<file path="config.mk">
export PLATFORM = sky130hd
export DESIGN_NAME = mod_counter
export DESIGN_NICKNAME = d
export VERILOG_FILES = /design/src/rtl/mod_counter_pkg.sv /design/src/rtl/mod_counter_next.sv /design/src/rtl/mod_counter.sv
export SDC_FILE = /design/constraint.sdc
export NUM_CORES = 1
export LEC_CHECK = 0
export BUFFER_PORTS_ARGS = -buffer_cell sky130_fd_sc_hd__buf_2
export CORE_MARGIN = 2
export CORE_UTILIZATION = 40
export CTS_BUF_LIST = sky130_fd_sc_hd__clkbuf_8
export CTS_CLUSTER_SIZE = 24
export DETAILED_ROUTE_END_ITERATION = 6
export GPL_ROUTABILITY_DRIVEN = 0
export GPL_TIMING_DRIVEN = 0
export PLACE_DENSITY_LB_ADDON = 0.25
export SLEW_MARGIN = 20
export SYNTH_ARGS = -nofsm -noshare
export SYNTH_HDL_FRONTEND = slang
export SYNTH_SLANG_ARGS = --single-unit
export TNS_END_PERCENT = 50
</file>
<file path="constraint.sdc">
create_clock -name Clock -period 3.05 [get_ports Clock]
set_input_delay 0.61 -clock Clock [delete_from_list [all_inputs] [get_ports Clock]]
set_output_delay 0.61 -clock Clock [all_outputs]
set_load 0.03 [all_outputs]
</file>
<file path="src/rtl/mod_counter_pkg.sv">
// mod_counter_pkg: shared direction encodings and effective-modulus helper.
//   DIR_UP / DIR_DOWN : encodings of the Up input
//   mod_eff()         : maps Modulus = 0 to 2^n, otherwise returns Modulus
package mod_counter_pkg;

    localparam logic DIR_UP   = 1'b1;
    localparam logic DIR_DOWN = 1'b0;
    localparam int   MAX_W    = 32;

    // Result is MAX_W+1 bits; callers cast it down to N+1 bits.
    function automatic logic [MAX_W:0] mod_eff(input logic [MAX_W-1:0] modulus, input int n);
        return (modulus == '0) ? ((MAX_W+1)'(1) << n) : {1'b0, modulus};
    endfunction

endpackage

</file>
<file path="src/rtl/mod_counter_next.sv">
// mod_counter_next: combinational successor, wrap and terminal flags for a modulo counter.
//   q_i       in  N  current count
//   up_i      in  1  direction (honoured only with MOD_COUNTER_DOWN_EN)
//   modulus_i in  N  modulus, 0 = 2^N
//   next_o    out N  value after an enabled edge
//   wrap_o    out 1  the enabled edge wraps (includes out-of-range recovery)
//   term_o    out 1  q_i is the terminal value for the current direction
// Macro: MOD_COUNTER_DOWN_EN builds the down path.
import mod_counter_pkg::*;

module mod_counter_next #(
    parameter int N = 8
) (
    input  logic [N-1:0] q_i,
    input  logic         up_i,
    input  logic [N-1:0] modulus_i,
    output logic [N-1:0] next_o,
    output logic         wrap_o,
    output logic         term_o
);

    logic [N:0]   m;
    logic [N-1:0] m_last;
    logic [N:0]   qx;
    logic         up_wrap;
    logic         dn_wrap;
    logic         dn;

    assign m       = (N+1)'(mod_eff(MAX_W'(modulus_i), N));
    assign m_last  = N'(m - (N+1)'(1));
    assign qx      = {1'b0, q_i};
    // ">=" rather than "==" pulls an out-of-range count back into range.
    assign up_wrap = qx >= {1'b0, m_last};
    assign dn_wrap = (q_i == '0) || (qx >= m);

`ifdef MOD_COUNTER_DOWN_EN
    assign dn = (up_i == DIR_DOWN);
`else
    logic unused_up;
    assign unused_up = up_i;
    assign dn = 1'b0;
`endif

    assign wrap_o = dn ? dn_wrap : up_wrap;
    assign next_o = dn ? (dn_wrap ? m_last : q_i - N'(1)) : (up_wrap ? '0 : q_i + N'(1));
    assign term_o = dn ? (q_i == '0) : (q_i == m_last);

endmodule

</file>
<file path="src/rtl/mod_counter.sv">
// mod_counter: cascadable programmable-modulus counter with clear, load and wrap pulse.
//   Clock      in  1  rising-edge clock
//   Reset_n    in  1  asynchronous active-low reset
//   Enable     in  1  count enable / cascade carry-in
//   Clear      in  1  synchronous clear to RESET_VALUE (highest priority)
//   Load       in  1  synchronous load of Load_Value
//   Load_Value in  N  value to load
//   Up         in  1  direction, 1 = up (used only with MOD_COUNTER_DOWN_EN)
//   Modulus    in  N  count range 0..Modulus-1, 0 = 2^N
//   Q          out N  registered count
//   Wrap       out 1  registered one-cycle wrap pulse
//   Carry_Out  out 1  Enable and Q at terminal value (combinational)
// Macro: MOD_COUNTER_DOWN_EN enables down-counting.
import mod_counter_pkg::*;

module mod_counter #(
    parameter int           N           = 8,
    parameter logic [N-1:0] RESET_VALUE = '0
) (
    input  logic         Clock,
    input  logic         Reset_n,
    input  logic         Enable,
    input  logic         Clear,
    input  logic         Load,
    input  logic [N-1:0] Load_Value,
    input  logic         Up,
    input  logic [N-1:0] Modulus,
    output logic [N-1:0] Q,
    output logic         Wrap,
    output logic         Carry_Out
);

    logic [N-1:0] q_q, q_d, nxt;
    logic         wrap_q, wrap_d, nwrap, term;

    mod_counter_next #(.N(N)) u_next (
        .q_i       (q_q),
        .up_i      (Up),
        .modulus_i (Modulus),
        .next_o    (nxt),
        .wrap_o    (nwrap),
        .term_o    (term)
    );

    always_comb begin
        q_d    = Clear ? RESET_VALUE : Load ? Load_Value : Enable ? nxt : q_q;
        wrap_d = ~Clear & ~Load & Enable & nwrap;
    end

    always_ff @(posedge Clock or negedge Reset_n) begin
        if (!Reset_n) begin
            q_q    <= RESET_VALUE;
            wrap_q <= 1'b0;
        end else begin
            q_q    <= q_d;
            wrap_q <= wrap_d;
        end
    end

    assign Q         = q_q;
    assign Wrap      = wrap_q;
    assign Carry_Out = Enable & term;

endmodule

</file>
==> results of run 1 <==
[worst max-delay path by stage]
stage / from / to / slack (ns)
global placement: Modulus[3] / Q[3]$_DFFE_PN0P_ / -0.15
detailed placement: Modulus[3] / Q[3]$_DFFE_PN0P_ / -0.21
floorplan: Modulus[3] / Carry_Out / 0.14
finish: Modulus[3] / Carry_Out / 0.11
global route: Modulus[3] / Carry_Out / -0.03
CTS: Modulus[3] / Carry_Out / 0.003
[cells in the mapped netlist (all sizes together) (2+ instances only)]
cell type,n
nor2b,8
nor2,6
or4,2
nor3,4
nand4,3
inv,8
a221oi,3
clkbuf,2
a211oi,5
ha,10
a221o,5
dfrtp,9
o21a,4
nand3b,3
nand4b,3
xor2,2
nand2b,2
a21oi,5
nand2,4
o21ai,3
nand3,8
xnor2,2
[power by group through the flow]
stage | Sequential [mW] | Combinational [mW] | Clock [mW]
final | 0.143 | 0.141 | 0.139
after global routing | 0.145 | 0.156 | 0.151
after CTS | 0.143 | 0.138 | 0.142
after detailed placement | 0.144 | 0.137 | 0
after global placement | 0.144 | 0.131 | 0
after floorplan | 0.158 | 0.0768 | 0
[timing repair]
item,4_1_cts,5_1_grt
setup endpoints to repair,1,7
pin swaps,0,1
resized for setup,1,6
[metal layers]
metal	vias up	track usage [%]	wire length [um]
met5	-	0	0
met3	3	6.86	144
li1	496	-	-
met1	467	24.3	1070
met4	0	7.69	17
met2	26	30.2	1110
[through the flow]
| step | worst slack, ns | total power, mW |
|---|---|---|
| after floorplan | 0.135 | 0.235 |
| after global placement | -0.151 | 0.276 |
| after CTS | 0.00342 | 0.423 |
| after global routing | -0.0349 | 0.451 |
| final | 0.107 | 0.423 |
| after detailed placement | -0.207 | 0.282 |
[cells by family (layout without fill, tap and decap cells)]
kind of cell               Yosys count  count (layout)
adders and majority gates           10              10
xor gates and xnor gates             4               4
buffers and inverters               11              44
AOI/OAI and AO/OA                   30              30
and+or+nand+nor                     47              47
DFF                                  9               9
[state kept, by name (all words and copies together), names as in the netlist]
| signal | cells |
|---|---|
| Q | 8 |
| Wrap | 1 |
[final cells by class]
class | count | area share [%]
Multi-Input combinational cell | 91 | 57.9
Clock buffer | 3 | 3.46
Sequential cell | 9 | 18.9
Tap cell | 28 | 2.94
Clock inverter | 1 | 0.315
Buffer | 3 | 1.57
Timing Repair Buffer | 29 | 12.4
Inverter | 8 | 2.52
==> impl_metrics.xml, run 1 <==
<?xml version="1.0" encoding="UTF-8"?>
<metrics>
  <group name="placed_design">
    <metric name="numPlacedInstances" unit="">168</metric>
    <metric name="dp.final_hpwl" unit="mm">1.85</metric>
    <metric name="placement.io_buffers" unit="">29</metric>
    <metric name="instance_area_after_placement" unit="um2">1120</metric>
  </group>
  <group name="setup_path">
    <metric name="arrival" unit="ns">2.33</metric>
    <metric name="launching_point_of_the_worst_reg2reg_path" unit="">Q[0]$_DFFE_PN0P_</metric>
    <metric name="crit_path_end_kind" unit="">primary output</metric>
    <metric name="required_worst_endpoint" unit="ns">2.44</metric>
    <metric name="kind_of_critical_path" unit="">in2out</metric>
    <metric name="cp_num_cells" unit="">9</metric>
    <metric name="rr_worst_depth" unit="">7</metric>
    <metric name="regToRegEndpoint" unit="">Q[0]$_DFFE_PN0P_</metric>
    <metric name="worst_path_max_delay_cell" unit="">sky130_fd_sc_hd__ha_1</metric>
    <metric name="startpoint_type" unit="">primary input</metric>
    <metric name="timing.reg2reg.setup_slack" unit="ns">0.92</metric>
    <metric name="cpPeakStageDelay" unit="ns">0.32</metric>
    <metric name="timing.critical_path.cells" unit="">buf_2, nor4_4, nor2b_4, o21a_1, o21ai_0, ha_1, nand4_1, nor3_2, buf_4</metric>
    <metric name="crit_path_max_fanout" unit="">3</metric>
    <metric name="cp_top_family" unit="">simple AND/OR/NAND/NOR gates</metric>
    <metric name="cp.buffers_inverters" unit="">2</metric>
  </group>
  <group name="yosys">
    <metric name="main_combinational_cell_family_by_area_after_synthesis" unit="">simple AND/OR/NAND/NOR gates</metric>
    <metric name="synth_seq_area_share" unit="%">24.1</metric>
    <metric name="synth_compound_gate_area_share" unit="%">24.8</metric>
    <metric name="yosys-mux-area-fraction" unit="%">0</metric>
    <metric name="synth.net_count" unit="">143</metric>
    <metric name="synth_warnings" unit="">0</metric>
    <metric name="synth_xor_area_share" unit="%">3.75</metric>
    <metric name="largest_area_contributor_in_the_netlist" unit="">sky130_fd_sc_hd__dfrtp_1</metric>
    <metric name="synthSimpleGateAreaFrac" unit="%">28.8</metric>
    <metric name="synth_seq_cells" unit="">9</metric>
    <metric name="post_synth.cell_area_avg" unit="um2">8.42</metric>
    <metric name="synth_top_area_share" unit="%">24.1</metric>
    <metric name="synth_cell_types" unit="">33</metric>
    <metric name="synth-edff-count" unit="">0</metric>
    <metric name="yosys_most_used_dff" unit="">sky130_fd_sc_hd__dfrtp_1</metric>
    <metric name="instance_count_of_the_mapped_netlist" unit="">111</metric>
    <metric name="synth-adder-area-share" unit="%">13.4</metric>
    <metric name="async_reset_ff_share" unit="%">100</metric>
    <metric name="leading_post_synthesis_cells_by_cell_area" unit="">sky130_fd_sc_hd__dfrtp_1, sky130_fd_sc_hd__ha_1, sky130_fd_sc_hd__nor2b_1</metric>
    <metric name="synth_area" unit="um2">935</metric>
  </group>
  <group name="cells_and_area">
    <metric name="core_occupancy_in_the_finished_layout" unit="%">53.9</metric>
    <metric name="drive_above_1_share" unit="%">27.8</metric>
    <metric name="multi_input_area" unit="um2">691</metric>
    <metric name="post-route-cell-area" unit="um2">1190</metric>
    <metric name="num-nets-final" unit="">177</metric>
    <metric name="commonest_non_fill_non_tap_cell_in_the_layout" unit="">sky130_fd_sc_hd__buf_2</metric>
    <metric name="layout.cells.non_filler" unit="">172</metric>
    <metric name="sequential_cell_area" unit="um2">225</metric>
    <metric name="antenna_cells" unit="">0</metric>
    <metric name="syn2layout_area_growth" unit="%">27.6</metric>
    <metric name="mostFrequentLayoutCells" unit="">sky130_fd_sc_hd__buf_2, sky130_fd_sc_hd__dfrtp_1, sky130_fd_sc_hd__inv_1, sky130_fd_sc_hd__ha_1, sky130_fd_sc_hd__nand3_1</metric>
    <metric name="fill_cells" unit="">222</metric>
  </group>
  <group name="route">
    <metric name="vias" unit="">992</metric>
    <metric name="detail_route.first_pass.iterations" unit="">4</metric>
    <metric name="drt-vias-per-instance" unit="">5.77</metric>
    <metric name="postRouteAntennaNets" unit="">0</metric>
    <metric name="drc" unit="">0</metric>
    <metric name="routed_wirelength" unit="mm">2.34</metric>
    <metric name="detail_route.iter0.violations" unit="">22</metric>
    <metric name="routed_wire_length_per_instance" unit="um">13.6</metric>
  </group>
  <group name="global_routing">
    <metric name="grt_pass1_vias" unit="">896</metric>
    <metric name="antenna_found_initial" unit="">0</metric>
    <metric name="largest_net_degree_at_the_start_of_global_routing" unit="">11</metric>
    <metric name="grt_first_pass_wirelength" unit="mm">3.95</metric>
    <metric name="grtUsageTotal" unit="%">19.5</metric>
    <metric name="globalRoute.totalOverflow" unit="">0</metric>
  </group>
  <group name="floorplan">
    <metric name="initial_utilization" unit="%">42.3</metric>
    <metric name="fp.dieArea" unit="um2">2740</metric>
    <metric name="core_area" unit="um2">2210</metric>
    <metric name="floorplan.die.width" unit="um">52.3</metric>
    <metric name="die_height" unit="um">52.3</metric>
    <metric name="std_cell_rows" unit="">17</metric>
    <metric name="io_pins" unit="">32</metric>
  </group>
  <group name="clocking">
    <metric name="htree_num_levels" unit="">1</metric>
    <metric name="cts.repair_timing.setup_buffer_count" unit="">0</metric>
    <metric name="ctsLongestPathBuffers" unit="">2</metric>
    <metric name="clk_latency" unit="ns">0.24</metric>
    <metric name="cts_tree" unit="">built</metric>
    <metric name="hold_buffers" unit="">0</metric>
    <metric name="cts_root_buffer" unit="">sky130_fd_sc_hd__clkbuf_8</metric>
    <metric name="clk_transition_reported_paths" unit="ns">0.04</metric>
    <metric name="numCtsBuffers" unit="">3</metric>
    <metric name="clkSinkCount" unit="">9</metric>
  </group>
  <group name="pwr">
    <metric name="p_comb_share" unit="%">33.3</metric>
    <metric name="sw_ratio" unit="%">35.1</metric>
    <metric name="peakVddDrop" unit="uV">291</metric>
    <metric name="share_clk_of_total_power" unit="%">32.9</metric>
    <metric name="netSwitchingPower" unit="uW">148</metric>
    <metric name="power_per_cell_area" unit="nW/um2">355</metric>
    <metric name="p_int" unit="uW">275</metric>
    <metric name="seqPwrFrac" unit="%">33.8</metric>
    <metric name="p_leak" unit="nW">0.532</metric>
  </group>
  <group name="timing">
    <metric name="hold_slack_final" unit="ns">0.217</metric>
    <metric name="maxSlewViolCount" unit="">0</metric>
    <metric name="worst_pin_slew" unit="ns">0.597</metric>
    <metric name="rsz0062_at_grt" unit="">yes</metric>
    <metric name="slew_headroom" unit="%">59.9</metric>
    <metric name="final.setup_skew" unit="ns">0.000518</metric>
    <metric name="min_period" unit="ns">2.94</metric>
    <metric name="fin_tns_setup" unit="ns">0</metric>
    <metric name="hold_violations" unit="">0</metric>
    <metric name="final_min_period_over_clock_period" unit="%">96.5</metric>
    <metric name="clock.fmax" unit="MHz">340</metric>
    <metric name="final_setup_violating_endpoints" unit="">0</metric>
  </group>
  <group name="outcome">
    <metric name="run_status" unit="">completed</metric>
  </group>
  <group name="run">
    <metric name="cap_violations" unit="">0</metric>
  </group>
  <group name="hold_path">
    <metric name="hold_path.class" unit="">in2async</metric>
  </group>
</metrics>
Power figures use the tool's default switching activity.
==> inputs of run 2 (changes only) <==
--- a/config.mk
+++ b/config.mk
@@ -7,7 +7,7 @@
 export LEC_CHECK = 0
 export BUFFER_PORTS_ARGS = -buffer_cell sky130_fd_sc_hd__buf_2
 export CORE_MARGIN = 2
-export CORE_UTILIZATION = 40
+export CORE_UTILIZATION = 45
 export CTS_BUF_LIST = sky130_fd_sc_hd__clkbuf_8
 export CTS_CLUSTER_SIZE = 24
 export DETAILED_ROUTE_END_ITERATION = 6
==> impl_metrics.xml, run 2 (synthesized netlist as in run 1, its figures left out) <==
<?xml version="1.0" encoding="UTF-8"?>
<metrics>
  <group name="setup_path">
    <metric name="rr_worst_depth" unit="">7</metric>
    <metric name="kind_of_critical_path" unit="">in2out</metric>
    <metric name="arrival" unit="ns">2.35</metric>
    <metric name="launching_point_of_the_worst_reg2reg_path" unit="">Q[0]$_DFFE_PN0P_</metric>
    <metric name="crit_path_max_fanout" unit="">3</metric>
    <metric name="worst_setup_path_startpoint" unit="">Modulus[4]</metric>
    <metric name="required_worst_endpoint" unit="ns">2.44</metric>
    <metric name="crit_path_end_kind" unit="">primary output</metric>
    <metric name="startpoint_type" unit="">primary input</metric>
  </group>
  <group name="hold_path">
    <metric name="hold_path.class" unit="">in2async</metric>
  </group>
  <group name="placed_design">
    <metric name="numPlacedInstances" unit="">167</metric>
    <metric name="placement.io_buffers" unit="">29</metric>
    <metric name="instance_area_after_placement" unit="um2">1120</metric>
    <metric name="dpl_worst_slack" unit="ns">-0.227</metric>
    <metric name="dp.final_hpwl" unit="mm">1.85</metric>
  </group>
  <group name="clocking">
    <metric name="numCtsBuffers" unit="">3</metric>
    <metric name="ctsLongestPathBuffers" unit="">2</metric>
    <metric name="clkSinkCount" unit="">9</metric>
    <metric name="clk_transition_reported_paths" unit="ns">0.05</metric>
    <metric name="clk_latency" unit="ns">0.24</metric>
    <metric name="cts_root_buffer" unit="">sky130_fd_sc_hd__clkbuf_8</metric>
    <metric name="hold_buffers" unit="">0</metric>
    <metric name="cts_tree" unit="">built</metric>
    <metric name="htree_num_levels" unit="">1</metric>
  </group>
  <group name="timing">
    <metric name="fin_ws" unit="ns">0.0927</metric>
    <metric name="clock.fmax" unit="MHz">338</metric>
    <metric name="final.setup_skew" unit="ns">0.00355</metric>
    <metric name="final_min_period_over_clock_period" unit="%">97.0</metric>
    <metric name="rsz0062_at_grt" unit="">yes</metric>
    <metric name="maxSlewViolCount" unit="">0</metric>
    <metric name="hold_violations" unit="">0</metric>
    <metric name="min_period" unit="ns">2.96</metric>
    <metric name="hold_slack_final" unit="ns">0.213</metric>
    <metric name="final_setup_violating_endpoints" unit="">0</metric>
    <metric name="worst_pin_slew" unit="ns">0.608</metric>
    <metric name="fin_tns_setup" unit="ns">0</metric>
    <metric name="slew_headroom" unit="%">59.1</metric>
  </group>
  <group name="pwr">
    <metric name="p_int" unit="uW">277</metric>
    <metric name="total_power" unit="uW">425</metric>
    <metric name="peakVddDrop" unit="uV">439</metric>
    <metric name="share_clk_of_total_power" unit="%">32.7</metric>
    <metric name="seqPwrFrac" unit="%">33.7</metric>
    <metric name="netSwitchingPower" unit="uW">149</metric>
    <metric name="sw_ratio" unit="%">35.0</metric>
    <metric name="p_leak" unit="nW">0.538</metric>
    <metric name="power_per_cell_area" unit="nW/um2">356</metric>
    <metric name="p_comb_share" unit="%">33.5</metric>
  </group>
  <group name="global_routing">
    <metric name="largest_net_degree_at_the_start_of_global_routing" unit="">11</metric>
    <metric name="antenna_found_initial" unit="">0</metric>
    <metric name="grt_first_pass_wirelength" unit="mm">4.01</metric>
    <metric name="grt_pass1_vias" unit="">939</metric>
    <metric name="grtUsageTotal" unit="%">21.1</metric>
    <metric name="globalRoute.totalOverflow" unit="">0</metric>
  </group>
  <group name="cells_and_area">
    <metric name="core_occupancy_in_the_finished_layout" unit="%">61.0</metric>
    <metric name="antenna_cells" unit="">0</metric>
    <metric name="syn2layout_area_growth" unit="%">28.0</metric>
    <metric name="num-nets-final" unit="">178</metric>
    <metric name="layout.cells.non_filler" unit="">172</metric>
    <metric name="largest_register_ff_count" unit="">8</metric>
    <metric name="commonest_non_fill_non_tap_cell_in_the_layout" unit="">sky130_fd_sc_hd__buf_2</metric>
    <metric name="mostFrequentLayoutCells" unit="">sky130_fd_sc_hd__buf_2, sky130_fd_sc_hd__ha_1, sky130_fd_sc_hd__dfrtp_1, sky130_fd_sc_hd__inv_1, sky130_fd_sc_hd__nand3_1</metric>
    <metric name="drive_above_1_share" unit="%">27.6</metric>
    <metric name="post-route-cell-area" unit="um2">1200</metric>
  </group>
  <group name="route">
    <metric name="routed_wire_length_per_instance" unit="um">13.7</metric>
    <metric name="detail_route.first_pass.iterations" unit="">4</metric>
    <metric name="postRouteAntennaNets" unit="">0</metric>
    <metric name="vias" unit="">993</metric>
    <metric name="drc" unit="">0</metric>
    <metric name="drt-vias-per-instance" unit="">5.77</metric>
    <metric name="detail_route.iter0.violations" unit="">11</metric>
    <metric name="routed_wirelength" unit="mm">2.36</metric>
  </group>
  <group name="outcome">
    <metric name="run_status" unit="">completed</metric>
  </group>
  <group name="floorplan">
    <metric name="initial_utilization" unit="%">47.6</metric>
    <metric name="die_height" unit="um">49.6</metric>
    <metric name="fp.dieArea" unit="um2">2460</metric>
    <metric name="std_cell_rows" unit="">16</metric>
    <metric name="core_area" unit="um2">1960</metric>
    <metric name="io_pins" unit="">32</metric>
    <metric name="floorplan.die.width" unit="um">49.6</metric>
  </group>
  <group name="run">
    <metric name="cap_violations" unit="">0</metric>
  </group>
</metrics>
==> run 2: cell count changes in the layout (fill, tap and decap cells not counted) <==
| cell | delta |
|---|---|
| sky130_fd_sc_hd__ha_2 | -1 |
| sky130_fd_sc_hd__buf_4 | +1 |
| sky130_fd_sc_hd__o21ai_1 | +1 |
| sky130_fd_sc_hd__o21ai_0 | -1 |
| sky130_fd_sc_hd__ha_1 | +1 |
==> run 2: worst max-delay path: stages <==
cell                      delay (ns)
sky130_fd_sc_hd__buf_2          0.13
sky130_fd_sc_hd__nor4_4         0.31
sky130_fd_sc_hd__nor2b_4        0.21
sky130_fd_sc_hd__o21a_1         0.13
sky130_fd_sc_hd__o21ai_1        0.06
sky130_fd_sc_hd__ha_1           0.31
sky130_fd_sc_hd__nand4_1        0.18
sky130_fd_sc_hd__nor3_2         0.22
sky130_fd_sc_hd__buf_4          0.18
==> run 2: worst paths after layout <==
kind / to / slack, ns
min in group Clock: Q[0]$_DFFE_PN0P_ / 0.60
max in group asynchronous: Q[0]$_DFFE_PN0P_ / 2.66
hold / removal: Q[2]$_DFFE_PN0P_ / 0.21
hold reg to reg: Q[0]$_DFFE_PN0P_ / 0.71
setup reg to reg: Q[1]$_DFFE_PN0P_ / 0.92
setup / recovery: Carry_Out / 0.09
==> run 2: layout make-up <==
class                           instances  area, um2
Buffer                                  3       18.8
Clock buffer                            3       41.3
Clock inverter                          1       3.75
Fill cell                             204        766
Inverter                                8       30.0
Multi-Input combinational cell         91        688
Sequential cell                         9        225
Tap cell                               27       33.8
Timing Repair Buffer                   30        155
==> run 2: what timing repair did <==
item,4_1_cts,5_1_grt
setup endpoints to repair,1,7
gates resized for setup,2,5
gates cloned,0,0
setup buffers,0,1
pin swaps,0,4
==> run 2: power by group through the flow <==
| stage | clock network (mW) | logic (mW) | registers, mW |
|---|---|---|---|
| after floorplan | 0 | 0.0768 | 0.158 |
| after global routing | 0.149 | 0.159 | 0.145 |
| after global placement | 0 | 0.132 | 0.144 |
| final | 0.139 | 0.143 | 0.144 |
| after CTS | 0.142 | 0.139 | 0.143 |
| after detailed placement | 0 | 0.137 | 0.145 |
==> run 2: metal layers <==
metal | vias to the layer above | track usage [%] | share of wire (%)
met5 | - | 0 | 0
met4 | 0 | 8.33 | 2.3
met3 | 8 | 5.45 | 6.3
met2 | 33 | 36.0 | 48
met1 | 457 | 25.0 | 43
li1 | 495 | - | -
==> inputs of run 3 (changes only) <==
--- a/config.mk
+++ b/config.mk
@@ -7,7 +7,7 @@
 export LEC_CHECK = 0
 export BUFFER_PORTS_ARGS = -buffer_cell sky130_fd_sc_hd__buf_2
 export CORE_MARGIN = 2
-export CORE_UTILIZATION = 45
+export CORE_UTILIZATION = 46
 export CTS_BUF_LIST = sky130_fd_sc_hd__clkbuf_8
 export CTS_CLUSTER_SIZE = 24
 export DETAILED_ROUTE_END_ITERATION = 6
==> constraint.sdc (replaced) <==
create_clock -name Clock -period 2.4 [get_ports Clock]
set_input_delay 0.48 -clock Clock [delete_from_list [all_inputs] [get_ports Clock]]
set_output_delay 0.48 -clock Clock [all_outputs]
set_load 0.03 [all_outputs]
==> impl_metrics.xml, run 3 (synthesized netlist as in run 1, its figures left out) <==
<?xml version="1.0" encoding="UTF-8"?>
<metrics>
  <group name="floorplan">
    <metric name="core_area" unit="um2">1940</metric>
    <metric name="fp.dieArea" unit="um2">2410</metric>
    <metric name="floorplan.die.width" unit="um">49.1</metric>
    <metric name="io_pins" unit="">32</metric>
    <metric name="initial_utilization" unit="%">48.1</metric>
    <metric name="die_height" unit="um">49.1</metric>
    <metric name="std_cell_rows" unit="">16</metric>
  </group>
  <group name="setup_path">
    <metric name="rr_worst_depth" unit="">7</metric>
    <metric name="crit_path_end_kind" unit="">primary output</metric>
    <metric name="cp.buffers_inverters" unit="">3</metric>
    <metric name="required_worst_endpoint" unit="ns">1.92</metric>
    <metric name="timing.critical_path.cells" unit="">buf_8, nor4_4, nor2b_4, buf_6, o21a_1, o21ai_2, ha_4, nand4_1, nor3_4, buf_6</metric>
    <metric name="crit_path_max_fanout" unit="">4</metric>
    <metric name="kind_of_critical_path" unit="">in2out</metric>
    <metric name="crit_top_cell" unit="">sky130_fd_sc_hd__buf_6</metric>
    <metric name="regToRegEndpoint" unit="">Q[0]$_DFFE_PN0P_</metric>
    <metric name="cp_top_family" unit="">simple AND/OR/NAND/NOR gates</metric>
    <metric name="worst_path_max_delay_cell" unit="">sky130_fd_sc_hd__nor4_4</metric>
    <metric name="startpoint_type" unit="">primary input</metric>
    <metric name="timing.reg2reg.setup_slack" unit="ns">0.18</metric>
    <metric name="cpPeakStageDelay" unit="ns">0.28</metric>
    <metric name="arrival" unit="ns">2.22</metric>
    <metric name="launching_point_of_the_worst_reg2reg_path" unit="">Q[0]$_DFFE_PN0P_</metric>
  </group>
  <group name="cells_and_area">
    <metric name="mostFrequentLayoutCells" unit="">sky130_fd_sc_hd__buf_2, sky130_fd_sc_hd__dfrtp_1, sky130_fd_sc_hd__inv_1</metric>
    <metric name="num-nets-final" unit="">187</metric>
    <metric name="largest_register_ff_count" unit="">8</metric>
    <metric name="post-route-cell-area" unit="um2">1410</metric>
    <metric name="commonest_non_fill_non_tap_cell_in_the_layout" unit="">sky130_fd_sc_hd__buf_2</metric>
    <metric name="antenna_cells" unit="">0</metric>
    <metric name="sequential_cell_area" unit="um2">225</metric>
    <metric name="core_occupancy_in_the_finished_layout" unit="%">72.7</metric>
    <metric name="fill_cells" unit="">157</metric>
    <metric name="drive_above_1_share" unit="%">42.2</metric>
    <metric name="multi_input_area" unit="um2">806</metric>
    <metric name="syn2layout_area_growth" unit="%">51.1</metric>
  </group>
  <group name="route">
    <metric name="postRouteAntennaNets" unit="">0</metric>
    <metric name="drc" unit="">0</metric>
    <metric name="drt-vias-per-instance" unit="">5.79</metric>
    <metric name="vias" unit="">1048</metric>
    <metric name="detail_route.iter0.violations" unit="">14</metric>
    <metric name="detail_route.first_pass.iterations" unit="">4</metric>
    <metric name="routed_wire_length_per_instance" unit="um">14.7</metric>
    <metric name="routed_wirelength" unit="mm">2.66</metric>
  </group>
  <group name="timing">
    <metric name="hold_violations" unit="">0</metric>
    <metric name="hold_slack_final" unit="ns">0.0946</metric>
    <metric name="fin_ws" unit="ns">-0.295</metric>
    <metric name="rsz0062_at_grt" unit="">yes</metric>
    <metric name="worst_pin_slew" unit="ns">0.465</metric>
    <metric name="final_setup_violating_endpoints" unit="">10</metric>
    <metric name="clock.fmax" unit="MHz">371</metric>
    <metric name="min_period" unit="ns">2.70</metric>
    <metric name="final.setup_skew" unit="ns">0.00142</metric>
    <metric name="final_min_period_over_clock_period" unit="%">112</metric>
    <metric name="maxSlewViolCount" unit="">0</metric>
    <metric name="slew_headroom" unit="%">69.0</metric>
  </group>
  <group name="outcome">
    <metric name="failing_checks" unit="">negative setup slack</metric>
    <metric name="run_status" unit="">finished, violations left</metric>
  </group>
  <group name="clocking">
    <metric name="cts_root_buffer" unit="">sky130_fd_sc_hd__clkbuf_8</metric>
    <metric name="ctsLongestPathBuffers" unit="">2</metric>
    <metric name="numCtsBuffers" unit="">3</metric>
    <metric name="cts_tree" unit="">built</metric>
    <metric name="clk_latency" unit="ns">0.23</metric>
    <metric name="htree_num_levels" unit="">1</metric>
    <metric name="clk_transition_reported_paths" unit="ns">0.04</metric>
    <metric name="clkSinkCount" unit="">9</metric>
    <metric name="hold_buffers" unit="">0</metric>
  </group>
  <group name="placed_design">
    <metric name="dp.final_hpwl" unit="mm">1.84</metric>
    <metric name="dpl_worst_slack" unit="ns">-0.513</metric>
    <metric name="placement.io_buffers" unit="">29</metric>
    <metric name="instance_area_after_placement" unit="um2">1150</metric>
  </group>
  <group name="run">
    <metric name="cap_violations" unit="">0</metric>
  </group>
  <group name="global_routing">
    <metric name="grt_first_pass_wirelength" unit="mm">4.42</metric>
    <metric name="largest_net_degree_at_the_start_of_global_routing" unit="">11</metric>
    <metric name="grtUsageTotal" unit="%">23.5</metric>
    <metric name="globalRoute.totalOverflow" unit="">0</metric>
    <metric name="antenna_found_initial" unit="">0</metric>
    <metric name="grt_pass1_vias" unit="">1000</metric>
  </group>
  <group name="hold_path">
    <metric name="hold_path.class" unit="">in2async</metric>
  </group>
  <group name="pwr">
    <metric name="peakVddDrop" unit="uV">393</metric>
    <metric name="power_per_cell_area" unit="nW/um2">426</metric>
    <metric name="p_leak" unit="nW">0.624</metric>
  </group>
</metrics>
## run 3: cell types whose count changed in the layout (fill, tap and decap cells not counted), sizes merged
| cell | change |
|---|---|
| buf | +9 |
## run 3: how the worst max path moves through the flow
stage / startpoint / cells past startpoint / slack [ns] / endpoint
after floorplan: Modulus[4] / 7 / -0.07 / Carry_Out
after global placement: Modulus[4] / 12 / -0.38 / Q[3]$_DFFE_PN0P_
after detailed placement: Modulus[4] / 11 / -0.51 / Q[0]$_DFFE_PN0P_
after CTS: Modulus[3] / 10 / -0.28 / Carry_Out
after global routing: Modulus[2] / 10 / -0.40 / Carry_Out
final: Modulus[2] / 10 / -0.30 / Carry_Out
## run 3: cell type report
cell class | instances | share of cell area [%]
tap | 27 | 2.39
buffer | 3 | 1.33
sequential | 9 | 15.9
clock inverter | 1 | 0.266
clock buffer | 3 | 2.92
multi-input combinational | 91 | 57.0
timing repair buffer | 39 | 18.0
inverter | 8 | 2.13
## run 3: what timing repair did
action                                 4_1_cts  5_1_grt
pin swaps                                   12       15
setup endpoints to repair                    9       10
endpoints found under the hold margin        0        0
setup buffers                                6        4
resized for setup                           18       12
## run 3: per-layer routing
metal	vias up	wire length [um]	global-route usage [%]
li1	518	-	-
met1	504	1140	29.7
met2	24	1390	40.3
met3	2	113	5.83
met4	0	8	4.76
met5	-	0	0
## run 3: through the flow
step	TNS (ns)	power, mW	instances
final	-1.69	0.602	181
after global routing	-2.81	0.642	181
after CTS	-1.54	0.573	177
after detailed placement	-3.98	0.366	167
after global placement	-3.28	0.359	167
after floorplan	-0.221	0.303	111
## run 3: power breakdown
group | internal, mW | switching [mW] | total [mW]
Clock | 0.112 | 0.0618 | 0.173
Combinational | 0.110 | 0.135 | 0.245
Sequential | 0.163 | 0.0206 | 0.184
